--- src/rtl/hs_pkg.sv ---
// hs_pkg: shared encodings and default widths for the handshake responder
package hs_pkg;
    localparam logic [0:0] S_IDLE = 1'b0;
    localparam logic [0:0] S_ACK = 1'b1;
    localparam logic [1:0] CNT_EMPTY = 2'd0;
    localparam logic [1:0] CNT_ONE = 2'd1;
    localparam logic [1:0] CNT_FULL = 2'd2;
    localparam int DEF_W = 8;
    localparam int DEF_CNT_W = 8;
endpackage

--- src/rtl/hs_fifo2.sv ---
// hs_fifo2: two-entry register buffer with head at buf0
module hs_fifo2
    import hs_pkg::*;
#(
    parameter int W = DEF_W
) (
    input  logic         clk,
    input  logic         rst,
    input  logic         push,
    input  logic [W-1:0] push_data,
    input  logic         pop,
    output logic [W-1:0] head,
    output logic         valid,
    output logic         full
);
    logic [W-1:0] buf0, buf1;
    logic [1:0] count;
    assign head = buf0;
    assign valid = count != CNT_EMPTY;
    assign full = count == CNT_FULL;
    always_ff @(posedge clk) begin
        if (rst) begin
            count <= CNT_EMPTY;
            buf0 <= '0;
            buf1 <= '0;
        end else if (push && pop) begin
            buf0 <= push_data;
        end else if (push) begin
            if (count == CNT_EMPTY) buf0 <= push_data;
            else buf1 <= push_data;
            count <= count + 2'd1;
        end else if (pop) begin
            buf0 <= buf1;
            count <= count - 2'd1;
        end
    end
endmodule

--- src/rtl/hs_responder.sv ---
// hs_responder: 4-phase req/ack responder feeding a valid/ready buffer
module hs_responder
    import hs_pkg::*;
#(
    parameter int W = DEF_W,
    parameter int CNT_W = DEF_CNT_W
) (
    input  logic             clk,
    input  logic             rst,
    input  logic             req,
    input  logic [W-1:0]     data,
    output logic             ack,
    output logic             out_valid,
    output logic [W-1:0]     out_data,
    input  logic             out_ready,
    output logic [CNT_W-1:0] xfer_cnt
);
    logic [0:0] state, state_nxt;
    logic full, capture;
    assign capture = (state == S_IDLE) && req && !full;
    assign ack = state == S_ACK;
    always_comb state_nxt = (state == S_IDLE) ? (capture ? S_ACK : S_IDLE) : (req ? S_ACK : S_IDLE);
    always_ff @(posedge clk) begin
        if (rst) begin
            state <= S_IDLE;
            xfer_cnt <= '0;
        end else begin
            state <= state_nxt;
            if (capture) xfer_cnt <= xfer_cnt + CNT_W'(1);
        end
    end
    hs_fifo2 #(.W(W)) u_fifo (
        .clk(clk),
        .rst(rst),
        .push(capture),
        .push_data(data),
        .pop(out_valid && out_ready),
        .head(out_data),
        .valid(out_valid),
        .full(full)
    );
endmodule
--- config.mk ---
export PLATFORM = sky130hd
export DESIGN_NAME = hs_responder
export DESIGN_NICKNAME = d
export VERILOG_FILES = /design/src/rtl/hs_pkg.sv /design/src/rtl/hs_fifo2.sv /design/src/rtl/hs_responder.sv
export SDC_FILE = /design/constraint.sdc
export NUM_CORES = 1
export LEC_CHECK = 0
export CORE_UTILIZATION = 43
export DETAILED_ROUTE_END_ITERATION = 10
export GPL_TIMING_DRIVEN = 0
export PLACE_DENSITY = 0.74
export SYNTH_ARGS = -nofsm -noshare
export SYNTH_HDL_FRONTEND = slang
export SYNTH_SLANG_ARGS = --single-unit
--- constraint.sdc ---
create_clock -name clk -period 1.95 [get_ports clk]
set_input_delay 0.39 -clock clk [delete_from_list [all_inputs] [get_ports clk]]
set_output_delay 0.39 -clock clk [all_outputs]
set_load 0.01 [all_outputs]
==> results of run 1 <==
==> logic make-up (layout without fill, tap and decap cells) <==
| logic type | count (synthesis) | after routing | synth area share [%] |
|---|---|---|---|
| AOI/OAI and AO/OA | 14 | 14 | 11.1 |
| xor gates and xnor gates | 7 | 7 | 5.03 |
| adders and majority gates | 2 | 2 | 2.05 |
| buffers and inverters | 11 | 51 | 5.13 |
| DFF | 27 | 27 | 44.3 |
| muxes | 9 | 9 | 7.49 |
| and+or+nand+nor | 64 | 64 | 24.9 |
==> worst paths after layout <==
check	slack, ps	depth (start not counted)	endpoint	from
min reg2reg	490	2	u_fifo.head[1]	u_fifo.buf1[1]
max reg2reg	100	10	u_fifo.count[1]	u_fifo.count[0]
min	480	2	ack	req
max	100	10	u_fifo.count[1]	u_fifo.count[0]
==> state kept, by name (all words and copies together) (netlist names) <==
name and count:
ack 1, u_fifo.buf1 8, u_fifo.head 8, xfer_cnt 8, u_fifo.count 2
==> cells in the final DEF, fill, tap and decap left out, types with 2 or more instances in the layout <==
| cell type | Yosys | routed |
|---|---|---|
| dfxtp_1 | 27 | 24 |
| nand4_1 | 2 | 2 |
| nand2_1 | 21 | 20 |
| nand3_1 | 2 | 2 |
| a311oi_1 | 6 | 6 |
| xnor2_1 | 5 | 5 |
| inv_1 | 3 | 2 |
| nor4_1 | 3 | 3 |
| mux2i_1 | 8 | 8 |
| a21oi_1 | 2 | 2 |
| buf_4 | 1 | 9 |
| nor2_1 | 25 | 25 |
| dfxtp_2 | 0 | 3 |
| a311oi_2 | 2 | 2 |
| clkbuf_1 | 2 | 3 |
| xor2_1 | 2 | 2 |
| buf_6 | 2 | 3 |
| clkdlybuf4s50_1 | 0 | 26 |
| clkbuf_4 | 0 | 3 |
==> critical path, stage by stage, from the launching register on <==
cell      delay (ps)
dfxtp_2          340
buf_6            120
nand2b_4         150
nand2_4           70
inv_2             40
buf_6            120
ha_4             220
nor2b_4          120
mux2_4           260
a221oi_2         220
nor2_1            70
==> layer usage <==
layer / vias to the layer above / global-route usage (%) / routed length (um)
met5: - / 0 / 0
met4: 0 / 3.93 / 14
met3: 4 / 5.85 / 145
met2: 41 / 31.5 / 1410
met1: 524 / 23.3 / 1210
li1: 542 / - / -
==> area by class of cell <==
class | instances | area, um2
Buffer | 8 | 57.6
Multi-Input combinational cell | 96 | 659
Tap cell | 30 | 37.5
Sequential cell | 27 | 544
Fill cell | 218 | 890
Inverter | 3 | 11.3
Clock buffer | 4 | 26.3
Timing Repair Buffer | 36 | 342
==> repair_timing <==
item	in CTS	in global routing
gates resized for setup	7	7
pin swaps	0	4
setup buffers	1	7
hold buffers	0	0
setup endpoints to repair	10	4
==> per-stage QoR <==
stage | utilization, % | hold WS (ps) | power, W
after detailed placement | 60.4 | 482 | 0.00159
final | 65.4 | 478 | 0.00195
after CTS | 62.5 | 467 | 0.00188
after global placement | 60.4 | 471 | 0.00156
after global routing | 65.4 | 464 | 0.00208
after floorplan | - | 458 | 0.00128
==> power by group through the flow <==
stage	Clock (W)	Sequential, W	Combinational [W]
final	0.000241	0.000763	0.000945
after detailed placement	0	0.000762	0.000830
after CTS	0.000260	0.000756	0.000865
after global routing	0.000276	0.000783	0.00102
after floorplan	0	0.000788	0.000497
after global placement	0	0.000753	0.000806
==> synth_stat cells <==
cell type / instances
and4_1: 1
dfxtp_1: 27
nand3_1: 2
buf_1: 1
mux2i_1: 8
nand4_1: 2
nor2_1: 25
mux2_2: 1
inv_1: 3
xnor2_1: 5
and2_1: 1
o21a_1: 1
nor3b_1: 1
xor2_1: 2
and2b_2: 1
buf_6: 2
buf_4: 1
o31ai_1: 1
buf_2: 2
ha_1: 2
nor2b_1: 1
or2b_1: 1
nor4_1: 3
clkbuf_1: 2
nand2b_2: 1
or2_4: 1
and2b_1: 1
a311oi_2: 2
a21oi_1: 2
nor3b_2: 1
or4_1: 1
a311oi_1: 6
a221oi_1: 1
nand2_1: 21
o21bai_4: 1
==> out/metrics.cfg, run 1 <==
[timing]
max_freq_mhz = 539
setup_tns_ps = 0
hold_violations = 0
finalCritPeriodShare_pct = 95.1
tightest_slew_ps = 454
setup_violations = 0
skew_ps = 10.8
slew_viol_final = 0
relSlewSlack_pct = 69.7
rsz0062_at_grt = false
period_minus_slack_ps = 1850
worst_slack_ps = 95.1

[routing]
remaining_drc_errors = 0
drt_iter0_drc = 25
vias = 1111
routedWlPerCell_um = 13.6
ant_nets = 0
routed_via_density = 5.45
firstDrtPassIters = 6
totalWireLength_um = 2780

[synth]
synth_top_area_share_pct = 44.3
synth_area_leader_cell = dfxtp_1
synth_nets = 148
ys_seq_elements = 27
syn_avg_cell_area_um2 = 9.10
ys_warn_count = 0
syn_area_um2 = 1220
synthCells = 134
synthTopCellsByArea = dfxtp_1 (44%), nor2_1 (7.7%), mux2i_1 (6.6%), nand2_1 (6.5%), a311oi_1 (4.3%)
yosysSeqAreaShare_pct = 44.3
yosysUniqueCellTypes = 35

[finish]
antenna_cells = 0
fin_area_um2 = 1680
final_net_count = 189
instances_no_fill = 204
drive_above_1_share_pct = 18.4
syn_to_final_growth_pct = 37.5

[clocking]
clock_latency_ps = 330
cts_made_buffers = 3
clk_path_buf_depth = 2
cts_tree = built
clock_sinks = 27
clockRootBuffer = clkbuf_4
path_clk_slew_ps = 140
htree_levels = 1

[worst_hold_path]
holdCritPathClass = in2reg

[place]
dpl.hpwl_um = 1960
dp_cells = 192
dp_slack_ps = -668
numPortBuffers = 28
place_area_um2 = 1550
place_congestion = 0.749

[die]
dieArea_um2 = 3050
pin_count = 30
dieHeight_um = 55.3
core-area_um2 = 2570
die_w_um = 55.3
start_util_pct = 47.5
placement_rows = 18

[power]
power.share.clock_pct = 12.4
netSwitchingFraction_pct = 34.3
p_comb_share_pct = 48.5
power.density_nw_per_um2 = 1160
vdd_drop_max_uv = 798
p_sw_w = 0.000668
p_int_w = 0.00128
leakage_nw = 0.626
p_seq_share_pct = 39.1

[global_route]
grt_pass1_wl_um = 4620
overflow = 0
grt_max_degree = 15
grt_usage_pct = 18.7
antenna_found_initial = 0
first_global_vias = 1025

[setup_path]
critPathLaunchType = flip-flop
required_ps = 2170
critPathKind = reg2reg
endpoint_kind = flip-flop
cp.arrival_ps = 2080
crit_fanout = 8

[run]
max_cap_viol_count = 0

[outcome]
outcome = complete, no violations

Power figures use the tool's default switching activity.
==> run 2: changes to the inputs <==
--- a/config.mk
+++ b/config.mk
@@ -5,6 +5,7 @@
 export SDC_FILE = /design/constraint.sdc
 export NUM_CORES = 1
 export LEC_CHECK = 0
+export CORE_MARGIN = 2
 export CORE_UTILIZATION = 43
 export DETAILED_ROUTE_END_ITERATION = 10
 export GPL_TIMING_DRIVEN = 0
==> run 2 against run 1 <==
Non-clock buffer count fell by 5. Sequential share of layout area rose by 0.87 points. Clock skew fell by 5.2 ps. Register-to-register slack got worse by 30 ps. Core utilization fell by 5.6 points. Fmax fell by 1.6%. Setup slack got worse by 31 ps. Cell count fell by 2.0%. Combinational power fell by 5.9%. Highest routed layer unchanged.
==> out/metrics.cfg, run 2 (synthesis results as in run 1) <==
[outcome]
outcome = complete, no violations  ; unchanged

[timing]
slew_viol_final = 0  ; unchanged
setup_violations = 0  ; unchanged
skew_ps = 5.56  ; was 10.8 ps
max_freq_mhz = 530  ; was 539 MHz
relSlewSlack_pct = 69.9  ; was 69.7%
setup_tns_ps = 0  ; unchanged
rsz0062_at_grt = true  ; was false
tightest_slew_ps = 451  ; was 454 ps
hold_violations = 0  ; unchanged
period_minus_slack_ps = 1890  ; was 1850 ps
finalCritPeriodShare_pct = 96.7  ; was 95.1%

[global_route]
antenna_found_initial = 0  ; unchanged
grt_pass1_wl_um = 4510  ; was 4620 um
first_global_vias = 1004  ; was 1025
grt_usage_pct = 17.1  ; was 18.7%
grt_max_degree = 15  ; unchanged
overflow = 0  ; unchanged

[worst_hold_path]
holdPathStages = 2  ; unchanged
holdCritPathClass = in2reg  ; unchanged

[routing]
remaining_drc_errors = 0  ; unchanged
routedWlPerCell_um = 13.2  ; was 13.6 um
routed_via_density = 5.22  ; was 5.45
totalWireLength_um = 2640  ; was 2780 um
drt_iter0_drc = 29  ; was 25
ant_nets = 0  ; unchanged
firstDrtPassIters = 4  ; was 6
vias = 1044  ; was 1111

[setup_path]
worstSetupEndpoint = u_fifo.count[1]  ; unchanged
rrSetupSlack_ps = 60  ; was 100 ps
startpoint = u_fifo.count[0]  ; unchanged
reg2reg_from = u_fifo.count[0]  ; unchanged
r2r-end = u_fifo.count[1]  ; unchanged
critPathLaunchType = flip-flop  ; unchanged
crit_fanout = 8  ; unchanged
endpoint_kind = flip-flop  ; unchanged
worstRegToRegCells = 10  ; unchanged
cp.arrival_ps = 2090  ; was 2080 ps
critPathKind = reg2reg  ; unchanged
required_ps = 2150  ; was 2170 ps

[clocking]
htree_levels = 1  ; unchanged
cts_tree = built  ; unchanged
cts_hold_buf = 0  ; unchanged
clk_path_buf_depth = 2  ; unchanged
cts_made_buffers = 3  ; unchanged
path_clk_slew_ps = 140  ; about the same
clock_sinks = 27  ; unchanged
clockRootBuffer = clkbuf_4  ; unchanged
clock_latency_ps = 310  ; was 330 ps

[place]
place_congestion = 0.757  ; was 0.749
numPortBuffers = 28  ; unchanged
dpl.hpwl_um = 1930  ; was 1960 um

[die]
dieHeight_um = 57.3  ; was 55.3 um
core-area_um2 = 2730  ; was 2570 um2
start_util_pct = 44.6  ; was 47.5%
die_w_um = 57.3  ; was 55.3 um
placement_rows = 19  ; was 18
dieArea_um2 = 3280  ; was 3050 um2
pin_count = 30  ; unchanged

[finish]
syn_to_final_growth_pct = 33.9  ; was 37.5%
layout.cells.most_common_list = clkdlybuf4s50_1 (26), nor2_1 (25), dfxtp_1 (24)  ; unchanged
final_net_count = 184  ; was 189
nFillCells = 248  ; was 218
drive_above_1_share_pct = 15.4  ; was 18.4%
final_common_cell = clkdlybuf4s50_1  ; unchanged
antenna_cells = 0  ; unchanged
regArea_um2 = 544  ; unchanged
fin_util_pct = 59.8  ; was 65.4%
multi_input_area_um2 = 652  ; was 659 um2

[power]
power.density_nw_per_um2 = 1150  ; was 1160 nW/um2
vdd_drop_max_uv = 742  ; was 798 uV
leakage_nw = 0.598  ; was 0.626 nW

[run]
max_cap_viol_count = 0  ; unchanged

run 2: cell count changes in the layout (fill, tap and decap cells not counted), sizes merged:
| cell | delta |
|---|---|
| buf | -5 |
run 2: power by group:
| group | switching (W) | internal (W) | total, W |
|---|---|---|---|
| clock | 0.000159 | 0.0000798 | 0.000239 |
| combinational | 0.000410 | 0.000480 | 0.000889 |
| sequential | 0.0000837 | 0.000672 | 0.000756 |
run 2: per-layer routing:
metal	wire (um)	up-vias	track usage (%)	share of wire, %
met5	0	-	0	0
met4	38	0	5.65	1.4
met3	100	4	2.72	3.8
met2	1320	23	28.2	50
met1	1180	484	22.9	45
li1	-	533	-	-
run 2: metrics by stage:
step                      std cells  setup WS [ps]  hold WS (ps)  instance area [um2]  total power (W)
final                           200           64.3           481                 1630          0.00188
after global routing            200          -4.15           466                 1630          0.00201
after CTS                       199          -10.6           474                 1610          0.00187
after detailed placement        193           -638           473                 1550          0.00159
after global placement          193           -575           470                 1550          0.00156
after floorplan                 134           15.5           458                 1230          0.00128
run 2: what timing repair did:
action	CTS	global route
gates resized for setup	6	6
setup buffers	2	1
setup endpoints to repair	9	10
pin swaps	0	3
gates cloned	0	0
run 2: worst min-delay path by stage:
| stage | startpoint | to |
|---|---|---|
| global route | req | ack |
| detailed placement | xfer_cnt[7] | xfer_cnt[7] |
| global placement | u_fifo.buf1[7] | u_fifo.head[7] |
| floorplan | u_fifo.buf1[0] | u_fifo.head[0] |
| CTS | req | ack |
| finish | req | ack |
run 2: final cells by class:
cell class | count | share of cell area, %
buffer | 8 | 3.52
clock buffer | 4 | 1.61
inverter | 3 | 0.689
multi-input combinational | 96 | 39.9
sequential | 27 | 33.3
tap | 31 | 2.37
timing repair buffer | 31 | 18.6
run 2: critical path, stage by stage, from the launching register on:
cell,delay [ps]
dfxtp_2,340
buf_6,120
nand2b_4,170
nand2_4,80
inv_2,40
buf_6,110
ha_4,230
nor2b_1,130
mux2_4,260
a221oi_2,220
nor2_1,70
